<file path="src/rtl/regfile_pkg.sv">
// Shared types and sizes for the register-file writeback scheduler.
// Latency: n/a (declarations only).
// Backpressure: n/a.
package regfile_pkg;

    localparam int NREG = 16;
    localparam int AW   = 4;
    localparam int DW   = 32;

    typedef enum logic {
        NORMAL = 1'b0,
        FORCE  = 1'b1
    } wb_state_t;

    typedef struct packed {
        logic          valid;
        logic [AW-1:0] rd;
        logic [DW-1:0] data;
    } wb_req_t;

    // One-hot register mask, all zero when en is low.
    function automatic logic [NREG-1:0] reg_onehot(input logic [AW-1:0] r, input logic en);
        reg_onehot = en ? (NREG'(1) << r) : '0;
    endfunction

endpackage

</file>
<file path="src/rtl/regfile_scoreboard.sv">
// Per-register pending-write scoreboard: RAW/WAW issue stall and writeback sanity flag.
// Latency: issue_ready combinational; pend set/cleared at the next edge; wb_err visible in the write cycle, sticky after.
// Backpressure: holds decode (issue_ready=0) while any used source or the destination is pending.
// Ports: i_clk/i_reset; i_issue_* decode request in, o_issue_ready out;
//        i_wb_vld/i_wb_rd the register-file write currently presented; o_pend vector, o_wb_err sticky flag.
module regfile_scoreboard
    import regfile_pkg::*;
(
    input  logic            i_clk,
    input  logic            i_reset,
    input  logic            i_issue_valid,
    input  logic [AW-1:0]   i_issue_rs1,
    input  logic            i_issue_use1,
    input  logic [AW-1:0]   i_issue_rs2,
    input  logic            i_issue_use2,
    input  logic [AW-1:0]   i_issue_rd,
    input  logic            i_issue_we,
    input  logic            i_wb_vld,
    input  logic [AW-1:0]   i_wb_rd,
    output logic            o_issue_ready,
    output logic [NREG-1:0] o_pend,
    output logic            o_wb_err
);

    logic [NREG-1:0] r_pend;
    logic            r_wb_err;
    logic            w_hz;
    logic            w_issue_acc;
    logic            w_err_now;
    logic [NREG-1:0] w_set;
    logic [NREG-1:0] w_clr;

    always_comb begin
        // Hazard uses the pend vector as it stands this cycle; a write in flight
        // releases its dependants only from the cycle after the register-file write.
        w_hz        = (i_issue_use1 & r_pend[i_issue_rs1])
                    | (i_issue_use2 & r_pend[i_issue_rs2])
                    | (i_issue_we   & r_pend[i_issue_rd]);
        w_issue_acc = i_issue_valid & ~w_hz & ~i_reset;
        w_set       = reg_onehot(i_issue_rd, w_issue_acc & i_issue_we);
        w_clr       = reg_onehot(i_wb_rd, i_wb_vld);
        w_err_now   = i_wb_vld & ~r_pend[i_wb_rd];
    end

    always_ff @(posedge i_clk) begin
        if (i_reset) begin
            r_pend   <= '0;
            r_wb_err <= 1'b0;
        end else begin
            // Set is applied after clear so a same-edge set of the written register wins.
            r_pend <= (r_pend & ~w_clr) | w_set;
            if (w_err_now) begin
                r_wb_err <= 1'b1;
            end
        end
    end

    assign o_issue_ready = w_issue_acc;
    assign o_pend        = r_pend;
    assign o_wb_err      = r_wb_err | w_err_now;

endmodule

</file>
<file path="src/rtl/regfile_wb_scheduler.sv">
// Owns the register-file write port: arbitrates ALU vs mem writeback with bounded mem starvation, plus issue scoreboard.
// Latency: grant combinational with request; rf_iswb/rf_a3/rf_d3 one cycle after grant.
// Backpressure: ALU wins by default; mem forced after STARVE_LIMIT consecutive losses; decode stalled on hazards.
// Ports: i_clk/i_reset; i_issue_* / o_issue_ready decode side; i_alu_* / o_alu_ready and i_mem_* / o_mem_ready
//        writeback requesters; o_rf_iswb/o_rf_a3/o_rf_d3 register-file write port; o_pend, o_wb_err debug.
module regfile_wb_scheduler
    import regfile_pkg::*;
#(
    parameter int STARVE_LIMIT = 4
) (
    input  logic            i_clk,
    input  logic            i_reset,
    input  logic            i_issue_valid,
    input  logic [AW-1:0]   i_issue_rs1,
    input  logic            i_issue_use1,
    input  logic [AW-1:0]   i_issue_rs2,
    input  logic            i_issue_use2,
    input  logic [AW-1:0]   i_issue_rd,
    input  logic            i_issue_we,
    output logic            o_issue_ready,
    input  logic            i_alu_valid,
    input  logic [AW-1:0]   i_alu_rd,
    input  logic [DW-1:0]   i_alu_data,
    output logic            o_alu_ready,
    input  logic            i_mem_valid,
    input  logic [AW-1:0]   i_mem_rd,
    input  logic [DW-1:0]   i_mem_data,
    output logic            o_mem_ready,
    output logic            o_rf_iswb,
    output logic [AW-1:0]   o_rf_a3,
    output logic [DW-1:0]   o_rf_d3,
    output logic [NREG-1:0] o_pend,
    output logic            o_wb_err
);

    localparam int CW = $clog2(STARVE_LIMIT + 1);

    wb_state_t     r_state;
    logic [CW-1:0] r_cnt;
    logic          r_iswb;
    logic [AW-1:0] r_a3;
    logic [DW-1:0] r_d3;

    wb_req_t w_alu;
    wb_req_t w_mem;
    wb_req_t w_gnt;
    logic    w_alu_rdy;
    logic    w_mem_rdy;
    logic    w_alu_gnt;
    logic    w_mem_gnt;

    always_comb begin
        w_alu     = '{valid: i_alu_valid, rd: i_alu_rd, data: i_alu_data};
        w_mem     = '{valid: i_mem_valid, rd: i_mem_rd, data: i_mem_data};
        w_alu_rdy = 1'b0;
        w_mem_rdy = 1'b0;
        // Nothing is granted in a reset cycle, so no write lands after reset.
        if (!i_reset) begin
            case (r_state)
                NORMAL: begin
                    w_alu_rdy = 1'b1;
                    w_mem_rdy = ~w_alu.valid;
                end
                FORCE: begin
                    w_mem_rdy = w_mem.valid;
                    w_alu_rdy = ~w_mem.valid;
                end
                default: begin
                    w_alu_rdy = 1'b0;
                    w_mem_rdy = 1'b0;
                end
            endcase
        end
        // Ready terms are mutually exclusive whenever both requesters are valid.
        w_alu_gnt   = w_alu.valid & w_alu_rdy;
        w_mem_gnt   = w_mem.valid & w_mem_rdy;
        w_gnt       = w_alu_gnt ? w_alu : w_mem;
        w_gnt.valid = w_alu_gnt | w_mem_gnt;
    end

    always_ff @(posedge i_clk) begin
        if (i_reset) begin
            r_state <= NORMAL;
            r_cnt   <= '0;
            r_iswb  <= 1'b0;
            r_a3    <= '0;
            r_d3    <= '0;
        end else begin
            r_iswb <= w_gnt.valid;
            if (w_gnt.valid) begin
                r_a3 <= w_gnt.rd;
                r_d3 <= w_gnt.data;
            end
            case (r_state)
                NORMAL: begin
                    if (w_mem.valid && !w_mem_gnt) begin
                        // Count consecutive mem losses; the last permitted loss arms FORCE.
                        if (r_cnt == CW'(STARVE_LIMIT - 1)) begin
                            r_state <= FORCE;
                            r_cnt   <= '0;
                        end else begin
                            r_cnt <= r_cnt + 1'b1;
                        end
                    end else begin
                        r_cnt <= '0;
                    end
                end
                FORCE: begin
                    r_state <= NORMAL;
                    r_cnt   <= '0;
                end
                default: begin
                    r_state <= NORMAL;
                    r_cnt   <= '0;
                end
            endcase
        end
    end

    regfile_scoreboard u_sb (
        .i_clk         (i_clk),
        .i_reset       (i_reset),
        .i_issue_valid (i_issue_valid),
        .i_issue_rs1   (i_issue_rs1),
        .i_issue_use1  (i_issue_use1),
        .i_issue_rs2   (i_issue_rs2),
        .i_issue_use2  (i_issue_use2),
        .i_issue_rd    (i_issue_rd),
        .i_issue_we    (i_issue_we),
        .i_wb_vld      (r_iswb),
        .i_wb_rd       (r_a3),
        .o_issue_ready (o_issue_ready),
        .o_pend        (o_pend),
        .o_wb_err      (o_wb_err)
    );

    assign o_alu_ready = w_alu_rdy;
    assign o_mem_ready = w_mem_rdy;
    assign o_rf_iswb   = r_iswb;
    assign o_rf_a3     = r_a3;
    assign o_rf_d3     = r_d3;

endmodule
</file>
<file path="config.mk">
export PLATFORM = sky130hd
export DESIGN_NAME = regfile_wb_scheduler
export DESIGN_NICKNAME = d
export VERILOG_FILES = /design/src/rtl/regfile_pkg.sv /design/src/rtl/regfile_scoreboard.sv /design/src/rtl/regfile_wb_scheduler.sv
export SDC_FILE = /design/constraint.sdc
export NUM_CORES = 1
export LEC_CHECK = 0
export CORE_MARGIN = 10
export CORE_UTILIZATION = 41
export DETAILED_ROUTE_END_ITERATION = 10
export PLACE_DENSITY_LB_ADDON = 0.15
export REMOVE_ABC_BUFFERS = 1
export SLEW_MARGIN = 30
export SYNTH_ARGS = -nofsm -noshare
export SYNTH_HDL_FRONTEND = slang
export SYNTH_SLANG_ARGS = --single-unit
</file>
<file path="constraint.sdc">
create_clock -name i_clk -period 2.9 [get_ports i_clk]
set_clock_uncertainty 0.05 [all_clocks]
set_input_delay 0.58 -clock i_clk [delete_from_list [all_inputs] [get_ports i_clk]]
set_output_delay 0.58 -clock i_clk [all_outputs]
set_load 0.005 [all_outputs]
</file>
Yosys cells after proc, flatten, opt, wreduce, memory -nomap -nowiden
Cells that the tools add are included.

cells by class
  add/subtract/negate cells = 1
  order comparisons = 4
  eq/ne operators = 1
  shifts and indexed selects = 2
  multiplexer cells = 21
  bitwise operators = 22
  reduce and logical (&&, ||, !) cells = 2

operator list
  cell                    number
  $mux W36                1
  $mux W16                2
  $shl A1 B4 Y16 const A  2
  $lt A4 B5 Y1 const B    4
  $and A16 B16 Y16        1
  $bmux W1 S4             4
  $not A16 Y16            1
  $or A16 B16 Y16         1
  $and A1 B1 Y1           9
  $mux W1                 8
  $mux W3                 2
  $not A1 Y1              6
  $pmux W1 S2             3
  $pmux W3 S2             1
  $or A1 B1 Y1            4
  $add A3 B1 Y3 const B   1
  $eq A3 B2 Y1 const B    1
  $logic_and A1 B1 Y1     1
  $logic_not A1 Y1        1

storage, ports and cells
  flip-flop bits (word level) = 58
  input bits = 92
  output and inout port bits = 57
  logic and storage cells = 60

Depth between registers and ports, before layout
  word-level depth = 11
  mapped depth = 7
  depth with buffers taken out = 5

Hierarchy
From an unflattened synthesis, not the netlist that was laid out.

second synthesis, totals
  cells, all modules = 335
  area, all modules = 3,305.7 µm²

modules (own cells, without submodules)
  module                instances  cells an instance  area an instance (µm²)  seq. area each (µm²)
  regfile_wb_scheduler  1          189                1,864.3                 820.8
  regfile_scoreboard    1          146                1,441.4                 340.3

Worst setup path after synthesis
OpenSTA, ideal clock, no wires.

  path type = input to output
  start point = in i_issue_rs2[1]
  end point = out o_issue_ready
  arrival time = 1,827 ps
  data required time = 2,270 ps
  slack = 443 ps
  cell stages on the path = 6
  buffers on the path = 2
  cell sequence = buf_6 mux4_2 o2111ai_2 nand4_1 buf_6 nor2_1

between the ends
  cells in the longest elaborated chain, start to end = 8

ends and longest elaborated chain
  element                        RTL line                    text
  from (decl)                    regfile_wb_scheduler.sv:16  input logic [AW-1:0] i_issue_rs2,
  $bmux W1 S4                    regfile_scoreboard.sv:37    | (i_issue_use2 & r_pend[i_issue_rs2])
  $mux W1 (implied by the code)  regfile_scoreboard.sv:37
  $and A1 B1 Y1                  regfile_scoreboard.sv:37
  $or A1 B1 Y1                   regfile_scoreboard.sv:37
  $or A1 B1 Y1                   regfile_scoreboard.sv:38    | (i_issue_we & r_pend[i_issue_rd]);
  $not A1 Y1                     regfile_scoreboard.sv:39    w_issue_acc = i_issue_valid & ~w_hz & ~i_reset;
  $and A1 B1 Y1 (2 in series)    regfile_scoreboard.sv:39
  to (decl)                      regfile_wb_scheduler.sv:20  output logic o_issue_ready,

Every way passes these cells. The select of a mux whose other input is x is not followed.

Worst setup path in the final report
  start point = in i_issue_we
  end point = out o_issue_ready

between the ends
  cells in the longest elaborated chain, start to end = 5

ends and longest elaborated chain
  element                      RTL line                    text
  from (decl)                  regfile_wb_scheduler.sv:19  input logic i_issue_we,
  $and A1 B1 Y1                regfile_scoreboard.sv:38
  $or A1 B1 Y1                 regfile_scoreboard.sv:38
  $not A1 Y1                   regfile_scoreboard.sv:39
  $and A1 B1 Y1 (2 in series)  regfile_scoreboard.sv:39

Every way passes these cells.

==> impl_metrics.yaml <==
run_status:
  status: "complete, no violations"
placed_design:
  io_buffers: 148
  hpwl_microns: 9130
  placed_area_sq_um: 4950
  place.gp.congestion: 0.911
die:
  fp.coreArea_sq_um: 7370
  num_rows: 31
  die_h_microns: 108
  ioPinCount: 149
  die_area_sq_um: 11600
  start_util: 0.430
  die_width_microns: 108
power_and_ir_drop:
  cellPowerDensity_nw_per_um2: 396
  total_power_mw: 2.05
  ir_drop_v: 0.000280
  p_leak_nw: 2.14
global_routing:
  antenna_found_initial: 0
  grt_util_all_layers: 0.192
  grt_pass1_vias: 3421
  grt_max_degree: 54
  grt_pass1_wl_microns: 17900
  grt_overflow: 0
timing:
  period_share: 0.960
  max_slew_margin: 0.523
  max_freq_mhz: 359
  hold_violations: 0
  slew_violations: 0
  rsz0062_at_grt: "no"
  period_needed_ns: 2.78
  setup_viol: 0
  worst_slew_pin_slew_ns: 0.713
clocking:
  cts_htree_levels: 3
  clk_path_buf_depth: 2
  insertion_delay_ns: 0.32
  path_clk_slew_ns: 0.06
  root_buffer: "clkbuf_8"
  cts-buffers-inserted: 9
  tritoncts: "done"
  postCtsHoldBufs: 0
  clock_sinks: 58
drt:
  top_layer_used: "met4"
  route.detailed.drc: 0
  vias: 3291
  drt-total-wl_microns: 11300
  vias_per_cell: 5.39
  dr.pass1.iters: 4
  dr_wl_met3_microns: 1370
  postRouteAntennaNets: 0
  wl_per_cell_microns: 18.5
  dr_wl_met2_microns: 5110
  wl_met1_microns: 4650
  drtIter0Drc: 154
synthesis:
  ys.flop_type: "dfxtp_1"
  syn_inst: 333
  synth_edf_count: 0
  ys_seq_area_frac: 0.367
  synth_seq_cells: 58
  synthArstFlopShare: 0
  synth_most_common_cell: "dfxtp_1"
  netlist.area_leader.share: 0.367
  synth.distinct_cells: 39
  synth_common_cells: "dfxtp_1 (58), nand3_1 (50), mux2i_1 (49)"
  syn_area_per_cell_sq_um: 9.51
  synthesis.area_sq_um: 3170
  synth_area_leaders: "dfxtp_1 (37%), mux2i_1 (15%), nand3_1 (7.9%)"
  yosys_warnings: 0
  synth_top_cell_by_area: "dfxtp_1"
finish:
  final_util: 0.702
  syn2layout_area_growth_pct: 63.2
  final_nets: 602
  fillers: 585
  antenna_cells: 0
  multiInputGateArea_sq_um: 1870
  design_area_sq_um: 5170
  seqCellArea_sq_um: 1170
  drive_above_1_share: 0.176
flow_run:
  drv_cap: 0
critical_path:
  worstPathMaxFanout: 2
  worstSetupPathType: "in2out"
  required_ns: 2.27
  critPathLaunchType: "input pin"
  endpoint_kind: "primary output"
  cp.arrival_ns: 2.15
hold_path:
  hold_class: "reg2reg"
[final cells by class]
type                    instances  area share
multi-input cells             241       0.362
repair buffers                188       0.348
flip-flops and latches         58       0.226
clock buffers                  12      0.0300
well taps                      99      0.0240
inverters                      10     0.00726
clock inverters                 3     0.00290
[flip-flops by register name, summed over array words and instances (netlist names)]
register / cells
o_rf_iswb: 1
u_sb.o_pend: 16
r_state: 1
o_rf_a3: 4
u_sb.r_wb_err: 1
o_rf_d3: 32
r_cnt: 3
[worst paths after layout]
| kind | startpoint | to | slack, ns | cells past startpoint |
|---|---|---|---|---|
| setup reg to reg | u_sb.o_pend[6] | u_sb.o_pend[8] | 0.82 | 5 |
| hold / removal | r_cnt[0] | r_cnt[0] | 0.37 | 1 |
| setup / recovery | i_issue_we | o_issue_ready | 0.12 | 7 |
| hold reg to reg | r_cnt[0] | r_cnt[0] | 0.37 | 1 |
[routing by layer]
metal | global-route usage | up-vias
met5 | 0 | -
met4 | 0.0563 | 0
met3 | 0.0976 | 14
met2 | 0.300 | 156
met1 | 0.226 | 1515
li1 | - | 1606
[cells by family (layout without fill, tap and decap cells)]
group	after synthesis	in the layout	share of synthesized area
multiplexers	60	60	0.229
AO/OA/AOI/OAI	79	79	0.183
AND/OR/NAND/NOR	100	100	0.162
adder cells (fa/ha/maj)	2	2	0.00790
buffers and inverters	34	213	0.0513
flip-flops	58	58	0.367
[cells in the final DEF, fill, tap and decap left out, types with 4 or more instances in the layout]
master / n
a22oi_1: 4
o21ai_1: 4
nand3_1: 50
nor2_1: 11
clkbuf_8: 11
mux4_2: 10
nand2_1: 11
o41ai_1: 6
clkdlybuf4s50_1: 138
nand2b_1: 5
o211ai_1: 11
dlymetal6s2s_1: 4
o21ai_0: 36
nor2b_1: 4
dfxtp_1: 56
inv_1: 9
buf_4: 38
mux2i_1: 49
o41ai_2: 4
[stage by stage]
| step | std cells | setup WS, ns | hold slack (ns) | TNS (ns) |
|---|---|---|---|---|
| final | 611 | 0.115 | 0.373 | 0 |
| after global routing | 611 | 0.00624 | 0.388 | 0 |
| after CTS | 611 | 0.0185 | 0.377 | 0 |
| after detailed placement | 593 | -0.534 | 0.365 | -0.534 |
| after global placement | 593 | -0.478 | 0.358 | -0.478 |
| after floorplan | 309 | -0.301 | 0.349 | -10.91 |
[worst max-delay path, stage by stage]
cell,delay (ns)
clkdlybuf4s50_1,0.43
or3b_4,0.27
nand2_1,0.06
a32oi_2,0.24
nand4_1,0.19
nor2_2,0.16
clkdlybuf4s15_2,0.21
[what timing repair did]
action / 4_1_cts / 5_1_grt
hold endpoints to repair: 0 / 0
setup buffers: 3 / 0
pin swaps: 4 / 3
gates cloned: 0 / 0
resized for setup: 14 / 10
setup endpoints to repair: 2 / 1
[power breakdown]
group,switching (mW),total (mW),internal [mW]
clock network,0.300,0.647,0.348
logic,0.206,0.512,0.306
registers,0.0378,0.888,0.851
(Power assumes the default switching activity.)
